File: config.mk
export PLATFORM = sky130hd
export DESIGN_NAME = fcims_ledger
export DESIGN_NICKNAME = d
export VERILOG_FILES = /design/src/rtl/fcims_pkg.sv /design/src/rtl/fcims_item_bank.sv /design/src/rtl/fcims_ledger.sv
export SDC_FILE = /design/constraint.sdc
export NUM_CORES = 1
export LEC_CHECK = 0
export ABC_CLOCK_PERIOD_IN_PS = 8130
export CAP_MARGIN = 20
export CORE_UTILIZATION = 61
export DETAILED_ROUTE_END_ITERATION = 8
export PLACE_DENSITY_LB_ADDON = 0.3
export SYNTH_ARGS = -nofsm -noshare
export SYNTH_HDL_FRONTEND = slang
export SYNTH_HIERARCHICAL = 1
export SYNTH_SLANG_ARGS = --single-unit
File: constraint.sdc
create_clock -name clk -period 8.13 [get_ports clk]
set_clock_uncertainty 0.2 [all_clocks]
set_input_delay 2.0325 -clock clk [delete_from_list [all_inputs] [get_ports clk]]
set_output_delay 2.0325 -clock clk [all_outputs]
set_load 0.02 [all_outputs]
File: src/rtl/fcims_pkg.sv
// Shared encodings for the food-court inventory ledger: opcodes, response status, FSM states.
package fcims_pkg;

  typedef enum logic [1:0] {
    OP_SELL      = 2'b00,
    OP_RESTOCK   = 2'b01,
    OP_SET_PRICE = 2'b10,
    OP_QUERY     = 2'b11
  } op_e;

  typedef enum logic [1:0] {
    STAT_OK       = 2'b00,
    STAT_NO_STOCK = 2'b01,
    STAT_OVERFLOW = 2'b10,
    STAT_BAD_ITEM = 2'b11
  } status_e;

  typedef enum logic [1:0] {
    S_IDLE = 2'b00,
    S_EXEC = 2'b01,
    S_RESP = 2'b10
  } state_e;

endpackage

File: src/rtl/fcims_item_bank.sv
// Per-item price and stock registers: one combinational read port, one write port, low-stock flags.
module fcims_item_bank #(
  parameter int NUM_ITEMS  = 4,
  parameter int ITEM_W     = 2,
  parameter int PRICE_W    = 4,
  parameter int STOCK_W    = 4,
  parameter int LOW_THRESH = 1
) (
  input  logic                 clk,
  input  logic                 rst_n,
  input  logic [ITEM_W-1:0]    rd_idx,
  output logic [PRICE_W-1:0]   rd_price,
  output logic [STOCK_W-1:0]   rd_stock,
  input  logic [ITEM_W-1:0]    wr_idx,
  input  logic                 wr_price_en,
  input  logic [PRICE_W-1:0]   wr_price,
  input  logic                 wr_stock_en,
  input  logic [STOCK_W-1:0]   wr_stock,
  output logic [NUM_ITEMS-1:0] low_stock
);

  logic [PRICE_W-1:0] price_q [NUM_ITEMS];
  logic [STOCK_W-1:0] stock_q [NUM_ITEMS];

  logic rd_ok, wr_ok;
  assign rd_ok = 32'(rd_idx) < NUM_ITEMS;
  assign wr_ok = 32'(wr_idx) < NUM_ITEMS;

  always_comb begin
    rd_price = '0;
    rd_stock = '0;
    if (rd_ok) begin
      rd_price = price_q[rd_idx];
      rd_stock = stock_q[rd_idx];
    end
  end

  always_ff @(posedge clk or negedge rst_n) begin
    if (!rst_n) begin
      for (int unsigned i = 0; i < NUM_ITEMS; i++) begin
        price_q[i] <= '0;
        stock_q[i] <= '0;
      end
    end else begin
      if (wr_price_en && wr_ok) price_q[wr_idx] <= wr_price;
      if (wr_stock_en && wr_ok) stock_q[wr_idx] <= wr_stock;
    end
  end

  always_comb begin
    low_stock = '0;
    for (int unsigned i = 0; i < NUM_ITEMS; i++)
      low_stock[i] = stock_q[i] <= STOCK_W'(LOW_THRESH);
  end

endmodule

File: src/rtl/fcims_ledger.sv
// Sequential inventory/price ledger: one transaction at a time over valid/ready, saturating revenue.
module fcims_ledger
  import fcims_pkg::*;
#(
  parameter int NUM_ITEMS  = 4,
  parameter int PRICE_W    = 4,
  parameter int QTY_W      = 4,
  parameter int STOCK_W    = 4,
  parameter int REV_W      = 16,
  parameter int LOW_THRESH = 1,
  localparam int ITEM_W    = (NUM_ITEMS > 1) ? $clog2(NUM_ITEMS) : 1
) (
  input  logic                       clk,
  input  logic                       rst_n,
  input  logic                       req_valid,
  output logic                       req_ready,
  input  logic [1:0]                 req_op,
  input  logic [ITEM_W-1:0]          req_item,
  input  logic [QTY_W-1:0]           req_qty,
  input  logic [PRICE_W-1:0]         req_price,
  output logic                       rsp_valid,
  input  logic                       rsp_ready,
  output logic [1:0]                 rsp_status,
  output logic [PRICE_W+QTY_W-1:0]   rsp_total,
  output logic [STOCK_W-1:0]         rsp_stock,
  output logic [REV_W-1:0]           revenue,
  output logic [NUM_ITEMS-1:0]       low_stock
);

  localparam int TOT_W = PRICE_W + QTY_W;
  localparam int SUM_W = ((STOCK_W > QTY_W) ? STOCK_W : QTY_W) + 1;
  localparam int RS_W  = ((REV_W > TOT_W) ? REV_W : TOT_W) + 1;
  localparam logic [STOCK_W-1:0] STOCK_MAX = '1;
  localparam logic [REV_W-1:0]   REV_MAX   = '1;

  state_e              state;
  op_e                 op_q;
  logic [ITEM_W-1:0]   item_q;
  logic [QTY_W-1:0]    qty_q;
  logic [PRICE_W-1:0]  price_q;

  logic [PRICE_W-1:0]  rd_price;
  logic [STOCK_W-1:0]  rd_stock;
  logic                price_we, stock_we, price_we_raw, stock_we_raw;
  logic [STOCK_W-1:0]  wr_stock;

  status_e             nxt_status;
  logic [TOT_W-1:0]    nxt_total;
  logic [STOCK_W-1:0]  nxt_stock;
  logic [REV_W-1:0]    nxt_rev;
  logic [TOT_W-1:0]    product;
  logic [SUM_W-1:0]    restock_sum;
  logic [RS_W-1:0]     rev_sum;
  logic                bad;

  fcims_item_bank #(
    .NUM_ITEMS (NUM_ITEMS),
    .ITEM_W    (ITEM_W),
    .PRICE_W   (PRICE_W),
    .STOCK_W   (STOCK_W),
    .LOW_THRESH(LOW_THRESH)
  ) u_bank (
    .clk        (clk),
    .rst_n      (rst_n),
    .rd_idx     (item_q),
    .rd_price   (rd_price),
    .rd_stock   (rd_stock),
    .wr_idx     (item_q),
    .wr_price_en(price_we),
    .wr_price   (price_q),
    .wr_stock_en(stock_we),
    .wr_stock   (wr_stock),
    .low_stock  (low_stock)
  );

  assign bad         = 32'(item_q) >= NUM_ITEMS;
  assign product     = TOT_W'(rd_price) * TOT_W'(qty_q);
  assign restock_sum = SUM_W'(rd_stock) + SUM_W'(qty_q);
  assign rev_sum     = RS_W'(revenue) + RS_W'(product);

  always_comb begin
    nxt_status   = STAT_OK;
    nxt_total    = '0;
    nxt_stock    = rd_stock;
    nxt_rev      = revenue;
    wr_stock     = rd_stock;
    price_we_raw = 1'b0;
    stock_we_raw = 1'b0;
    if (bad) begin
      nxt_status = STAT_BAD_ITEM;
      nxt_stock  = '0;
    end else begin
      case (op_q)
        OP_SELL: begin
          if (SUM_W'(qty_q) > SUM_W'(rd_stock)) begin
            nxt_status = STAT_NO_STOCK;
          end else begin
            wr_stock     = rd_stock - STOCK_W'(qty_q);
            nxt_stock    = wr_stock;
            stock_we_raw = 1'b1;
            nxt_total    = product;
            nxt_rev      = (rev_sum > RS_W'(REV_MAX)) ? REV_MAX : rev_sum[REV_W-1:0];
          end
        end
        OP_RESTOCK: begin
          if (restock_sum > SUM_W'(STOCK_MAX)) begin
            nxt_status = STAT_OVERFLOW;
          end else begin
            wr_stock     = restock_sum[STOCK_W-1:0];
            nxt_stock    = wr_stock;
            stock_we_raw = 1'b1;
          end
        end
        OP_SET_PRICE: price_we_raw = 1'b1;
        default:      nxt_total = TOT_W'(rd_price);
      endcase
    end
  end

  assign price_we = price_we_raw && (state == S_EXEC);
  assign stock_we = stock_we_raw && (state == S_EXEC);

  always_ff @(posedge clk or negedge rst_n) begin
    if (!rst_n) begin
      state      <= S_IDLE;
      req_ready  <= 1'b1;
      rsp_valid  <= 1'b0;
      rsp_status <= '0;
      rsp_total  <= '0;
      rsp_stock  <= '0;
      revenue    <= '0;
      op_q       <= OP_SELL;
      item_q     <= '0;
      qty_q      <= '0;
      price_q    <= '0;
    end else begin
      case (state)
        S_IDLE: if (req_valid) begin
          op_q      <= op_e'(req_op);
          item_q    <= req_item;
          qty_q     <= req_qty;
          price_q   <= req_price;
          req_ready <= 1'b0;
          state     <= S_EXEC;
        end
        S_EXEC: begin
          rsp_status <= nxt_status;
          rsp_total  <= nxt_total;
          rsp_stock  <= nxt_stock;
          revenue    <= nxt_rev;
          rsp_valid  <= 1'b1;
          state      <= S_RESP;
        end
        S_RESP: if (rsp_ready) begin
          rsp_valid <= 1'b0;
          req_ready <= 1'b1;
          state     <= S_IDLE;
        end
        default: state <= S_IDLE;
      endcase
    end
  end

endmodule

Yosys cells after proc, flatten, opt, wreduce, memory -nomap -nowiden
Index checks and enable logic that the tools add are counted.

Bits in latches: 0. RAM bits: 0. Output and inout bits: 36. Memories kept: 0. Bits in read-only memories: 0. Register bits: 78.

Divide/modulo/power cells: 0. Shifts and indexed selects: 0. Add/subtract/negate cells: 3. Muxes and demuxes: 31. Equal/unequal tests: 6. Reduce and logical (&&, ||, !) cells: 13. $mul: 1. Order comparisons: 9. Bitwise gates (word level): 2.

Operators by type and width (count): $bwmux 16 (2); $mux 4 (7); $add 16x8->17 (1); $gt 17x16->1 const B (1); $bmux 4 s2 (2); $le 4x1->1 const B (4); $mux 16 (1); $pmux 8 s2 (1); $demux 4 s2 (1); $mul 4x4->8 (1); $mux 8 (1); $pmux 4 s2 (1); $mux 1 (7); $mux 2 (3); $pmux 1 s2 (3); $pmux 2 s3 (1); $reduce_and 2->1 (3); $reduce_and 3->1 (2); $add 4x4->5 (1); $gt 5x4->1 const B (1); $eq 2x1->1 const B (2); $eq 2x2->1 const B (2); $gt 4x4->1 (1); $logic_not 2->1 (2); other kinds (10) (14).

Longest topological paths before layout
Gate-level depths: netlist (run 1).

Depth in word-level cells: 9. Mapped depth: 18.

By module
The synthesis (run 1) kept the hierarchy.

By module, submodules not included: fcims_ledger (area each 3019.1 um^2, cells an instance 301, times used 1, seq. area each 1152.4 um^2); fcims_item_bank (area each 1435.1 um^2, cells an instance 86, times used 1, seq. area each 800.8 um^2).

Least setup slack after synthesis (run 1)
Ideal clock, no wire load.

Kind: flip-flop to flip-flop. Start: reg item_q[0]. End: reg revenue[14]. Period minus slack after synthesis: 4.878 ns. Path slack: 3.252 ns. Required time: 7.802 ns. Data arrival time: 4.550 ns. Path buffers: 1. Stages on the path, launching flop included: 18. Path through: dfrtp_1 > buf_2 > mux4_2 > nand2_1 > fa_1 > inv_1 > fa_1 > ha_1 > a211oi_1 > o21bai_1 > a21oi_1 > xnor2_1 > ha_1 > nand4_1 > a211oi_1 > o21ai_2 > nor3_1 > mux2_1.

Longest elaborated chain between the ends: 8.

RTL lines: start, declared (RTL line fcims_ledger.sv:38) `logic [ITEM_W-1:0] item_q;`; start signal, assigned (RTL line fcims_ledger.sv:140) `item_q <= req_item;`; $not 2->3 (not written as such) * (RTL line fcims_item_bank.sv:33) `rd_price = price_q[rd_idx];`; $bmux 4 s2 * (RTL line fcims_item_bank.sv:33); $mux 4 (not written as such) * (2 in a row) (RTL line fcims_item_bank.sv:33); via rd_price[1] (RTL line fcims_ledger.sv:42) `logic [PRICE_W-1:0] rd_price;`; $mul 4x4->8 * (RTL line fcims_ledger.sv:77) `assign product = TOT_W'(rd_price) * TOT_W'(qty_q);`; $add 16x8->17 * (RTL line fcims_ledger.sv:79) `assign rev_sum = RS_W'(revenue) + RS_W'(product);`; $gt 17x16->1 (RTL line fcims_ledger.sv:102) `nxt_rev = (rev_sum > RS_W'(REV_MAX)) ? REV_MAX : rev_sum[REV_W-1:0];`; $mux 16 * (RTL line fcims_ledger.sv:102); end signal, assigned (RTL line fcims_ledger.sv:150) `revenue <= nxt_rev;`; end, declared (RTL line fcims_ledger.sv:26) `output logic [REV_W-1:0] revenue,`.

Mark *: on every way through the listed nets, which the timed path passes. The rest lies on a longest branch. The select of a mux whose other input is x is not followed. A chain may end at the register's enable or synchronous reset.

Worst setup path after layout (run 1)
Same ends and word-level chain as after synthesis.

==> results of run 1 <==
registers in the layout, summed over array words and instances, names as in the netlist, 2 cells and up:
name / flops
qty_q: 4
rsp_stock: 4
revenue: 16
rsp_status: 2
op_q: 2
u_bank/price_q: 16
state: 2
price_q: 4
item_q: 2
u_bank/stock_q: 16
rsp_total: 8
power by group through the flow:
| stage | Combinational, uW | Sequential (uW) | Clock [uW] |
|---|---|---|---|
| after floorplan | 813 | 666 | 0 |
| after global placement | 1110 | 664 | 0 |
| after detailed placement | 1160 | 674 | 0 |
| after CTS | 1180 | 668 | 341 |
| after global routing | 1300 | 690 | 358 |
| final | 1180 | 669 | 339 |
stage by stage:
stage / hold slack (ps) / setup WS, ps / util / std cells
6_report: 311 / 2520 / 0.766 / 544
5_1_grt: 334 / 2200 / 0.766 / 544
4_1_cts: 313 / 2530 / 0.766 / 544
3_5_place_dp: 293 / 2720 / 0.733 / 528
3_3_place_gp: 282 / 2900 / 0.733 / 528
2_1_floorplan: 274 / 3250 / - / 387
how the worst min path moves through the flow:
stage	endpoint	depth (start not counted)	startpoint
final	u_bank/stock_q[12]	1	u_bank/stock_q[12]
after global routing	u_bank/price_q[13]	1	u_bank/price_q[13]
after CTS	u_bank/stock_q[4]	1	u_bank/stock_q[4]
after detailed placement	u_bank/price_q[13]	1	u_bank/price_q[13]
after global placement	u_bank/price_q[11]	1	u_bank/price_q[11]
after floorplan	u_bank/price_q[4]	1	u_bank/price_q[4]
layer usage:
metal	up-vias	GRT usage	share of wire
met3	19	0.0502	0.051
li1	1517	-	-
met2	138	0.484	0.51
met4	0	0.0864	0.016
met1	1637	0.357	0.43
met5	-	0	0
worst reg2reg max path: cells and delay by family (launching register included):
kind	cells	cell delay, ps
adder cells (fa/ha/maj)	4	1550
AO/OA/AOI/OAI	5	1210
multiplexers	2	1000
flip-flops	1	820
AND/OR/NAND/NOR	3	470
XOR/XNOR	1	140
buffers and inverters	1	90
cells by family (layout without fill, tap and decap cells):
family	Yosys count	after routing	synth area share
xor gates and xnor gates	10	10	0.0197
AOI/OAI and AO/OA	73	73	0.117
buffers and inverters	36	97	0.0309
and+or+nand+nor	95	95	0.112
adders and majority gates	36	36	0.113
muxes	59	59	0.169
DFF	78	78	0.438
placed cells by master (no fill, tap or decap), drive strengths merged, types with 5 or more instances in the layout:
master and count:
inv 30, o22a 7, a21oi 17, and2 10, clkbuf 10, clkdlybuf4s50 50
nor2 19, xnor2 8, nand2 30, a22o 6, fa 7, o21ai 12
mux4 8, a211oi 6, nor3 6, ha 29, nand3b 5, mux2 49
dfrtp 77, nand3 6
area by class of cell:
type,instances,area [um^2],share of cell area
multi-input combinational,273,2360,0.447
sequential,78,1950,0.369
timing repair buffer,52,515,0.0974
clock buffer,10,138,0.0260
tap,96,120,0.0227
inverter,29,109,0.0206
clock inverter,6,93.8,0.0177
cell usage after synthesis (all sizes together), types with 6 or more instances:
cell    number
mux4         8
fa           7
o22a         7
a22o         6
mux2        49
o21ai       12
xnor2        8
inv         29
and2        10
nand3        6
a211oi       6
nor2        19
nor3         6
dfrtp       77
nand2       30
ha          29
a21oi       17
==> report_table.html, run 1 <==
<table>
<tr><th>Metric</th><th>Value</th></tr>
<tr><th colspan="2">Status</th></tr>
<tr><td>Run status</td><td>finished clean</td></tr>
<tr><th colspan="2">Setup path</th></tr>
<tr><td>Startpoint of the lowest-slack register-to-register path</td><td>item_q[0]</td></tr>
<tr><td>Worst path top cell family by delay</td><td>adder cells</td></tr>
<tr><td>Type of origin of the critical path</td><td>flop</td></tr>
<tr><td>Highest net fanout along the worst path</td><td>17</td></tr>
<tr><td>Critical path destination</td><td>revenue[14]</td></tr>
<tr><td>Arr. time, crit path</td><td>5650 ps</td></tr>
<tr><td>Slowest stage cell on the critical path</td><td>sky130_fd_sc_hd__dfrtp_1</td></tr>
<tr><td>Register-to-Register Path Depth</td><td>16</td></tr>
<tr><td>Setup crit end kind</td><td>flop</td></tr>
<tr><td>WP data required</td><td>8180 ps</td></tr>
<tr><td>Reg2reg end</td><td>revenue[14]</td></tr>
<tr><td>Cell Chain, Critical Path</td><td>mux4_2, nand2_1, fa_1, inv_1, fa_1, ha_1, a211oi_1, o21bai_1, a21oi_1, xnor2_1, ha_1, nand4_1, a211oi_1, o21ai_2, nor3_1, mux2_1</td></tr>
<tr><td>Worst stage delay on the critical path</td><td>820 ps</td></tr>
<tr><td>Origin of the worst setup path</td><td>item_q[0]</td></tr>
<tr><td>Slack of the worst reg-to-reg path</td><td>2520 ps</td></tr>
<tr><td>Critical path buffer and inverter count</td><td>1</td></tr>
<tr><td>Worst path depth</td><td>16</td></tr>
<tr><td>Crit Path Category</td><td>reg -&gt; reg</td></tr>
<tr><th colspan="2">Place</th></tr>
<tr><td>Routability congestion estimate</td><td>0.941</td></tr>
<tr><td>Placed Instance Area</td><td>0.00506 mm^2</td></tr>
<tr><td>Dpl hpwl</td><td>6920 um</td></tr>
<tr><td>I/O Buffers</td><td>51</td></tr>
<tr><th colspan="2">Floorplan</th></tr>
<tr><td>Starting utilization of the core area</td><td>0.645</td></tr>
<tr><td>Std-Cell Core Area</td><td>0.00691 mm^2</td></tr>
<tr><td>Vertical die dimension</td><td>87.5 um</td></tr>
<tr><td>Row cnt</td><td>30</td></tr>
<tr><td>Number of I/O pins</td><td>52</td></tr>
<tr><td>Chip width</td><td>87.5 um</td></tr>
<tr><td>Area of the die</td><td>0.00765 mm^2</td></tr>
<tr><th colspan="2">CTS</th></tr>
<tr><td>Root buffer cell</td><td>sky130_fd_sc_hd__clkbuf_8</td></tr>
<tr><td>Post-CTS Hold Buffers</td><td>0</td></tr>
<tr><td>Clock Path Buffers</td><td>2</td></tr>
<tr><td>Number of buffers created by CTS</td><td>9</td></tr>
<tr><td>Number of levels in the clock H-tree</td><td>3</td></tr>
<tr><td>Clock tree from TritonCTS</td><td>built</td></tr>
<tr><td>Number of buffers added for setup after CTS</td><td>0</td></tr>
<tr><td>Sink count of the clock tree</td><td>78</td></tr>
<tr><td>Clock-pin slew on the worst setup and hold paths</td><td>90 ps</td></tr>
<tr><td>Number of cells upsized or downsized after cts</td><td>0</td></tr>
<tr><td>Skew-Pair Late Insertion Delay</td><td>360 ps</td></tr>
<tr><th colspan="2">Power</th></tr>
<tr><td>Max rail drop VDD</td><td>0.249 mV</td></tr>
<tr><td>Pleak</td><td>0.00243 uW</td></tr>
<tr><td>Clock share of power</td><td>0.155</td></tr>
<tr><td>Final Total Pwr</td><td>2190 uW</td></tr>
<tr><td>Logic pwr share</td><td>0.540</td></tr>
<tr><td>Cell Int Power</td><td>1250 uW</td></tr>
<tr><td>Switching power</td><td>943 uW</td></tr>
<tr><td>Areal power density over the cells</td><td>414 mW/mm^2</td></tr>
<tr><td>Sequential fraction of design power</td><td>0.305</td></tr>
<tr><td>Switching share of power</td><td>0.430</td></tr>
<tr><th colspan="2">Yosys</th></tr>
<tr><td>Cells taking the most area after synthesis</td><td>sky130_fd_sc_hd__dfrtp_1, sky130_fd_sc_hd__mux2_2, sky130_fd_sc_hd__ha_1, sky130_fd_sc_hd__mux4_2, sky130_fd_sc_hd__mux2_1</td></tr>
<tr><td>Number of enable flip-flop cells after synthesis</td><td>0</td></tr>
<tr><td>Average instance area after synthesis</td><td>11.5 um^2</td></tr>
<tr><td>Syn_nets</td><td>439</td></tr>
<tr><td>Number of flip-flops and latches in the synthesized netlist</td><td>78</td></tr>
<tr><td>Gate count of the mapped netlist</td><td>387</td></tr>
<tr><td>Largest area contributor in the synthesized netlist</td><td>sky130_fd_sc_hd__dfrtp_1</td></tr>
<tr><td>Register area share after synthesis</td><td>0.438</td></tr>
<tr><td>Most used flip-flop cell after synthesis</td><td>sky130_fd_sc_hd__dfrtp_1</td></tr>
<tr><td>Number of unique standard cell types used by synthesis</td><td>53</td></tr>
<tr><td>Post-Syn Area</td><td>0.00445 mm^2</td></tr>
<tr><td>Warnings from Yosys</td><td>6</td></tr>
<tr><td>Share of the synthesized area in the top cell type</td><td>0.433</td></tr>
<tr><td>Async set-or-reset flop fraction in the synthesized netlist</td><td>1.00</td></tr>
<tr><th colspan="2">Run</th></tr>
<tr><td>Number of maximum-capacitance violations</td><td>0</td></tr>
<tr><th colspan="2">STA</th></tr>
<tr><td>Min Clock Period, post-route</td><td>5610 ps</td></tr>
<tr><td>Slew at the pin closest to its max-slew limit</td><td>964 ps</td></tr>
<tr><td>Final count of negative-setup-slack endpoints</td><td>0</td></tr>
<tr><td>Final cycle utilization of the critical path</td><td>0.690</td></tr>
<tr><td>Setup TNS</td><td>0 ps</td></tr>
<tr><td>Setup repair after global routing missed its margin</td><td>no</td></tr>
<tr><td>Total count of hold-check failures in the final report</td><td>0</td></tr>
<tr><td>Count of final max-slew check failures</td><td>0</td></tr>
<tr><td>Tightest slew margin relative to the limit</td><td>0.353</td></tr>
<tr><td>Peak Freq</td><td>0.178 GHz</td></tr>
<tr><th colspan="2">Global route</th></tr>
<tr><td>Number of global-route vias before repair</td><td>3,379</td></tr>
<tr><td>Gr usage total</td><td>0.279</td></tr>
<tr><td>Antenna violations before repair</td><td>0</td></tr>
<tr><td>Maximum number of pins on one net before global-route repair</td><td>79</td></tr>
<tr><td>Global-route wire length before repair</td><td>16,100 um</td></tr>
<tr><td>GR Overflow Total</td><td>0</td></tr>
<tr><th colspan="2">Drt</th></tr>
<tr><td>DRT Pass-1 Iters</td><td>5</td></tr>
<tr><td>DRC viols</td><td>0</td></tr>
<tr><td>Number of vias per cell after detailed routing</td><td>6.09</td></tr>
<tr><td>Initial detailed-routing violation count</td><td>246</td></tr>
<tr><td>Post-DR wirelength/cell</td><td>17.5 um</td></tr>
<tr><td>Post-Route WL</td><td>9530 um</td></tr>
<tr><td>Post-detailed-route count of antenna-violating nets</td><td>0</td></tr>
<tr><td>Via count</td><td>3,311</td></tr>
<tr><th colspan="2">Hold path</th></tr>
<tr><td>Class of the worst hold path</td><td>reg -&gt; reg</td></tr>
<tr><th colspan="2">Finish</th></tr>
<tr><td>Number of nets in the layout</td><td>495</td></tr>
<tr><td>Number of inserted diodes</td><td>0</td></tr>
<tr><td>Final non-filler cell area</td><td>0.00529 mm^2</td></tr>
<tr><td>Layout cell share with drive strength beyond 1</td><td>0.156</td></tr>
<tr><td>Count of fill cells added during filler insertion</td><td>470</td></tr>
<tr><td>Area growth from synthesis to final layout</td><td>18.8%</td></tr>
</table>
(Power assumes the default switching activity.)
==> run 2: changes to the inputs <==
--- a/config.mk
+++ b/config.mk
@@ -5,9 +5,9 @@
 export SDC_FILE = /design/constraint.sdc
 export NUM_CORES = 1
 export LEC_CHECK = 0
-export ABC_CLOCK_PERIOD_IN_PS = 8130
+export ABC_CLOCK_PERIOD_IN_PS = 5700
 export CAP_MARGIN = 20
-export CORE_UTILIZATION = 61
+export CORE_UTILIZATION = 56
 export DETAILED_ROUTE_END_ITERATION = 8
 export PLACE_DENSITY_LB_ADDON = 0.3
 export SYNTH_ARGS = -nofsm -noshare
==> constraint.sdc (replaced) <==
create_clock -name clk -period 5.7 [get_ports clk]
set_clock_uncertainty 0.2 [all_clocks]
set_input_delay 1.425 -clock clk [delete_from_list [all_inputs] [get_ports clk]]
set_output_delay 1.425 -clock clk [all_outputs]
set_load 0.02 [all_outputs]
==> report_table.html, run 2 (same netlist as run 1, synthesis figures left out) <==
<table>
<tr><th>Metric</th><th>Value</th></tr>
<tr><th colspan="2">Finish</th></tr>
<tr><td>Area growth from synthesis to final layout</td><td>18.6%</td></tr>
<tr><td>Biggest registers after layout</td><td>revenue (16), u_bank/price_q (16), u_bank/stock_q (16)</td></tr>
<tr><td>Final non-filler cell area</td><td>0.00528 mm^2</td></tr>
<tr><td>Count of fill cells added during filler insertion</td><td>612</td></tr>
<tr><td>Layout cell share with drive strength beyond 1</td><td>0.158</td></tr>
<tr><td>Number of inserted diodes</td><td>0</td></tr>
<tr><td>Top library cells by usage in the layout, fill and taps aside</td><td>sky130_fd_sc_hd__dfrtp_1, sky130_fd_sc_hd__clkdlybuf4s50_1, sky130_fd_sc_hd__mux2_2</td></tr>
<tr><td>Number of nets in the layout</td><td>496</td></tr>
<tr><td>Most frequent standard cell in the layout excluding fill and tap cells</td><td>sky130_fd_sc_hd__dfrtp_1</td></tr>
<tr><th colspan="2">CTS</th></tr>
<tr><td>Clock Path Buffers</td><td>2</td></tr>
<tr><td>Number of levels in the clock H-tree</td><td>3</td></tr>
<tr><td>Post-CTS Hold Buffers</td><td>0</td></tr>
<tr><td>Number of buffers created by CTS</td><td>9</td></tr>
<tr><td>Sink count of the clock tree</td><td>78</td></tr>
<tr><td>Root buffer cell</td><td>sky130_fd_sc_hd__clkbuf_8</td></tr>
<tr><td>Skew-Pair Late Insertion Delay</td><td>360 ps</td></tr>
<tr><td>Number of cells upsized or downsized after cts</td><td>0</td></tr>
<tr><td>Clock-pin slew on the worst setup and hold paths</td><td>90 ps</td></tr>
<tr><td>Number of buffers added for setup after CTS</td><td>0</td></tr>
<tr><td>Clock tree from TritonCTS</td><td>built</td></tr>
<tr><th colspan="2">STA</th></tr>
<tr><td>Min Clock Period, post-route</td><td>5250 ps</td></tr>
<tr><td>Setup TNS</td><td>0 ps</td></tr>
<tr><td>Tightest slew margin relative to the limit</td><td>0.306</td></tr>
<tr><td>Final count of negative-setup-slack endpoints</td><td>0</td></tr>
<tr><td>Final cycle utilization of the critical path</td><td>0.921</td></tr>
<tr><td>Count of final max-slew check failures</td><td>0</td></tr>
<tr><td>Peak Freq</td><td>0.191 GHz</td></tr>
<tr><td>Total count of hold-check failures in the final report</td><td>0</td></tr>
<tr><td>Slew at the pin closest to its max-slew limit</td><td>1030 ps</td></tr>
<tr><td>Fin worst setup slack</td><td>453 ps</td></tr>
<tr><td>Worst hold slack after final layout</td><td>294 ps</td></tr>
<tr><td>Setup repair after global routing missed its margin</td><td>no</td></tr>
<tr><th colspan="2">Global route</th></tr>
<tr><td>Number of global-route vias before repair</td><td>3,369</td></tr>
<tr><td>GR Overflow Total</td><td>0</td></tr>
<tr><td>Gr usage total</td><td>0.251</td></tr>
<tr><td>Antenna violations before repair</td><td>0</td></tr>
<tr><td>Global-route wire length before repair</td><td>16,200 um</td></tr>
<tr><td>Maximum number of pins on one net before global-route repair</td><td>79</td></tr>
<tr><th colspan="2">Power</th></tr>
<tr><td>Final Total Pwr</td><td>3070 uW</td></tr>
<tr><td>Pleak</td><td>0.00242 uW</td></tr>
<tr><td>Areal power density over the cells</td><td>580 mW/mm^2</td></tr>
<tr><td>Max rail drop VDD</td><td>0.262 mV</td></tr>
<tr><th colspan="2">Floorplan</th></tr>
<tr><td>Row cnt</td><td>32</td></tr>
<tr><td>Area of the die</td><td>0.00831 mm^2</td></tr>
<tr><td>Vertical die dimension</td><td>91.2 um</td></tr>
<tr><td>Number of I/O pins</td><td>52</td></tr>
<tr><td>Chip width</td><td>91.2 um</td></tr>
<tr><td>Std-Cell Core Area</td><td>0.00773 mm^2</td></tr>
<tr><td>Starting utilization of the core area</td><td>0.576</td></tr>
<tr><th colspan="2">Status</th></tr>
<tr><td>Run status</td><td>complete, but fails checks</td></tr>
<tr><td>Failing checks</td><td>DRC</td></tr>
<tr><th colspan="2">Setup path</th></tr>
<tr><td>Highest net fanout along the worst path</td><td>17</td></tr>
<tr><td>Setup crit end kind</td><td>flop</td></tr>
<tr><td>WP data required</td><td>5750 ps</td></tr>
<tr><td>Crit Path Category</td><td>reg -&gt; reg</td></tr>
<tr><td>Type of origin of the critical path</td><td>flop</td></tr>
<tr><td>Arr. time, crit path</td><td>5300 ps</td></tr>
<tr><th colspan="2">Place</th></tr>
<tr><td>Routability congestion estimate</td><td>0.889</td></tr>
<tr><td>I/O Buffers</td><td>51</td></tr>
<tr><td>Placed Instance Area</td><td>0.00508 mm^2</td></tr>
<tr><td>Dpl hpwl</td><td>7140 um</td></tr>
<tr><td>Pre-CTS setup slack</td><td>484 ps</td></tr>
<tr><th colspan="2">Run</th></tr>
<tr><td>Number of maximum-capacitance violations</td><td>0</td></tr>
<tr><th colspan="2">Drt</th></tr>
<tr><td>Number of vias per cell after detailed routing</td><td>5.84</td></tr>
<tr><td>Post-DR wirelength/cell</td><td>17.2 um</td></tr>
<tr><td>Post-Route WL</td><td>9450 um</td></tr>
<tr><td>Post-detailed-route count of antenna-violating nets</td><td>0</td></tr>
<tr><td>Initial detailed-routing violation count</td><td>142</td></tr>
<tr><td>DRC viols</td><td>1</td></tr>
<tr><td>DRT Pass-1 Iters</td><td>6</td></tr>
<tr><td>Via count</td><td>3,219</td></tr>
<tr><th colspan="2">Hold path</th></tr>
<tr><td>Class of the worst hold path</td><td>reg -&gt; reg</td></tr>
</table>
==> run 2: changes by cell type in the layout (fill, tap and decap cells not counted), sizes merged <==
cell	previous run	this run
clkinvlp	0	1
buf	2	3
bufinv	2	1
==> run 2: layout make-up <==
type	count	area, um^2	area share
Multi-Input combinational cell	273	2360	0.447
Clock inverter	6	68.8	0.0130
Tap cell	102	128	0.0242
Clock buffer	10	138	0.0261
Inverter	29	109	0.0206
Timing Repair Buffer	53	523	0.0990
Sequential cell	78	1950	0.370
==> run 2: power by group <==
group / leakage [uW] / switching, uW / internal (uW)
sequential: 0.00102 / 194 / 746
combinational: 0.00130 / 926 / 774
clock: 0.000103 / 209 / 216
==> run 2: metal layers <==
layer | GRT usage | vias up | wire length (um)
met5 | 0 | - | 0
met4 | 0.112 | 0 | 208
met3 | 0.0343 | 18 | 369
met2 | 0.427 | 81 | 4630
met1 | 0.319 | 1592 | 4250
li1 | - | 1528 | -
==> run 2: final timing paths <==
| kind | startpoint | end | slack [ps] | cells past startpoint |
|---|---|---|---|---|
| setup / recovery | item_q[1] | revenue[15] | 450 | 17 |
| hold / removal | rsp_status[0] | rsp_status[0] | 290 | 2 |
| setup reg to reg | item_q[1] | revenue[15] | 450 | 17 |
| hold reg to reg | rsp_status[0] | rsp_status[0] | 290 | 2 |
| max in group asynchronous | rst_n | revenue[8] | 3630 | 1 |
| min in group asynchronous | rst_n | revenue[3] | 990 | 1 |
==> run 2: worst max-delay path, stage by stage, from the launching register on <==
cell	delay, ps
sky130_fd_sc_hd__dfrtp_1	700
sky130_fd_sc_hd__mux4_2	360
sky130_fd_sc_hd__nand2_1	100
sky130_fd_sc_hd__fa_1	540
sky130_fd_sc_hd__inv_1	50
sky130_fd_sc_hd__fa_1	560
sky130_fd_sc_hd__inv_1	60
sky130_fd_sc_hd__fa_1	460
sky130_fd_sc_hd__inv_1	70
sky130_fd_sc_hd__a21o_1	110
sky130_fd_sc_hd__a21oi_1	70
sky130_fd_sc_hd__xnor2_1	140
sky130_fd_sc_hd__ha_1	380
sky130_fd_sc_hd__nand2_1	90
sky130_fd_sc_hd__a211oi_1	330
sky130_fd_sc_hd__o211ai_1	280
sky130_fd_sc_hd__a211oi_2	280
sky130_fd_sc_hd__mux2_1	340
==> run 2: metrics by stage <==
step / util / std cells
after floorplan: - / 387
after global placement: 0.657 / 535
after detailed placement: 0.657 / 535
after CTS: 0.684 / 551
after global routing: 0.684 / 551
final: 0.684 / 551
==> run 3: changes to the inputs <==
--- a/config.mk
+++ b/config.mk
@@ -6,7 +6,6 @@
 export NUM_CORES = 1
 export LEC_CHECK = 0
 export ABC_CLOCK_PERIOD_IN_PS = 5700
-export CAP_MARGIN = 20
 export CORE_UTILIZATION = 56
 export DETAILED_ROUTE_END_ITERATION = 8
 export PLACE_DENSITY_LB_ADDON = 0.3
==> results of run 3 <==
No change in the layout: final DEF, timing and power equal those of run 2.
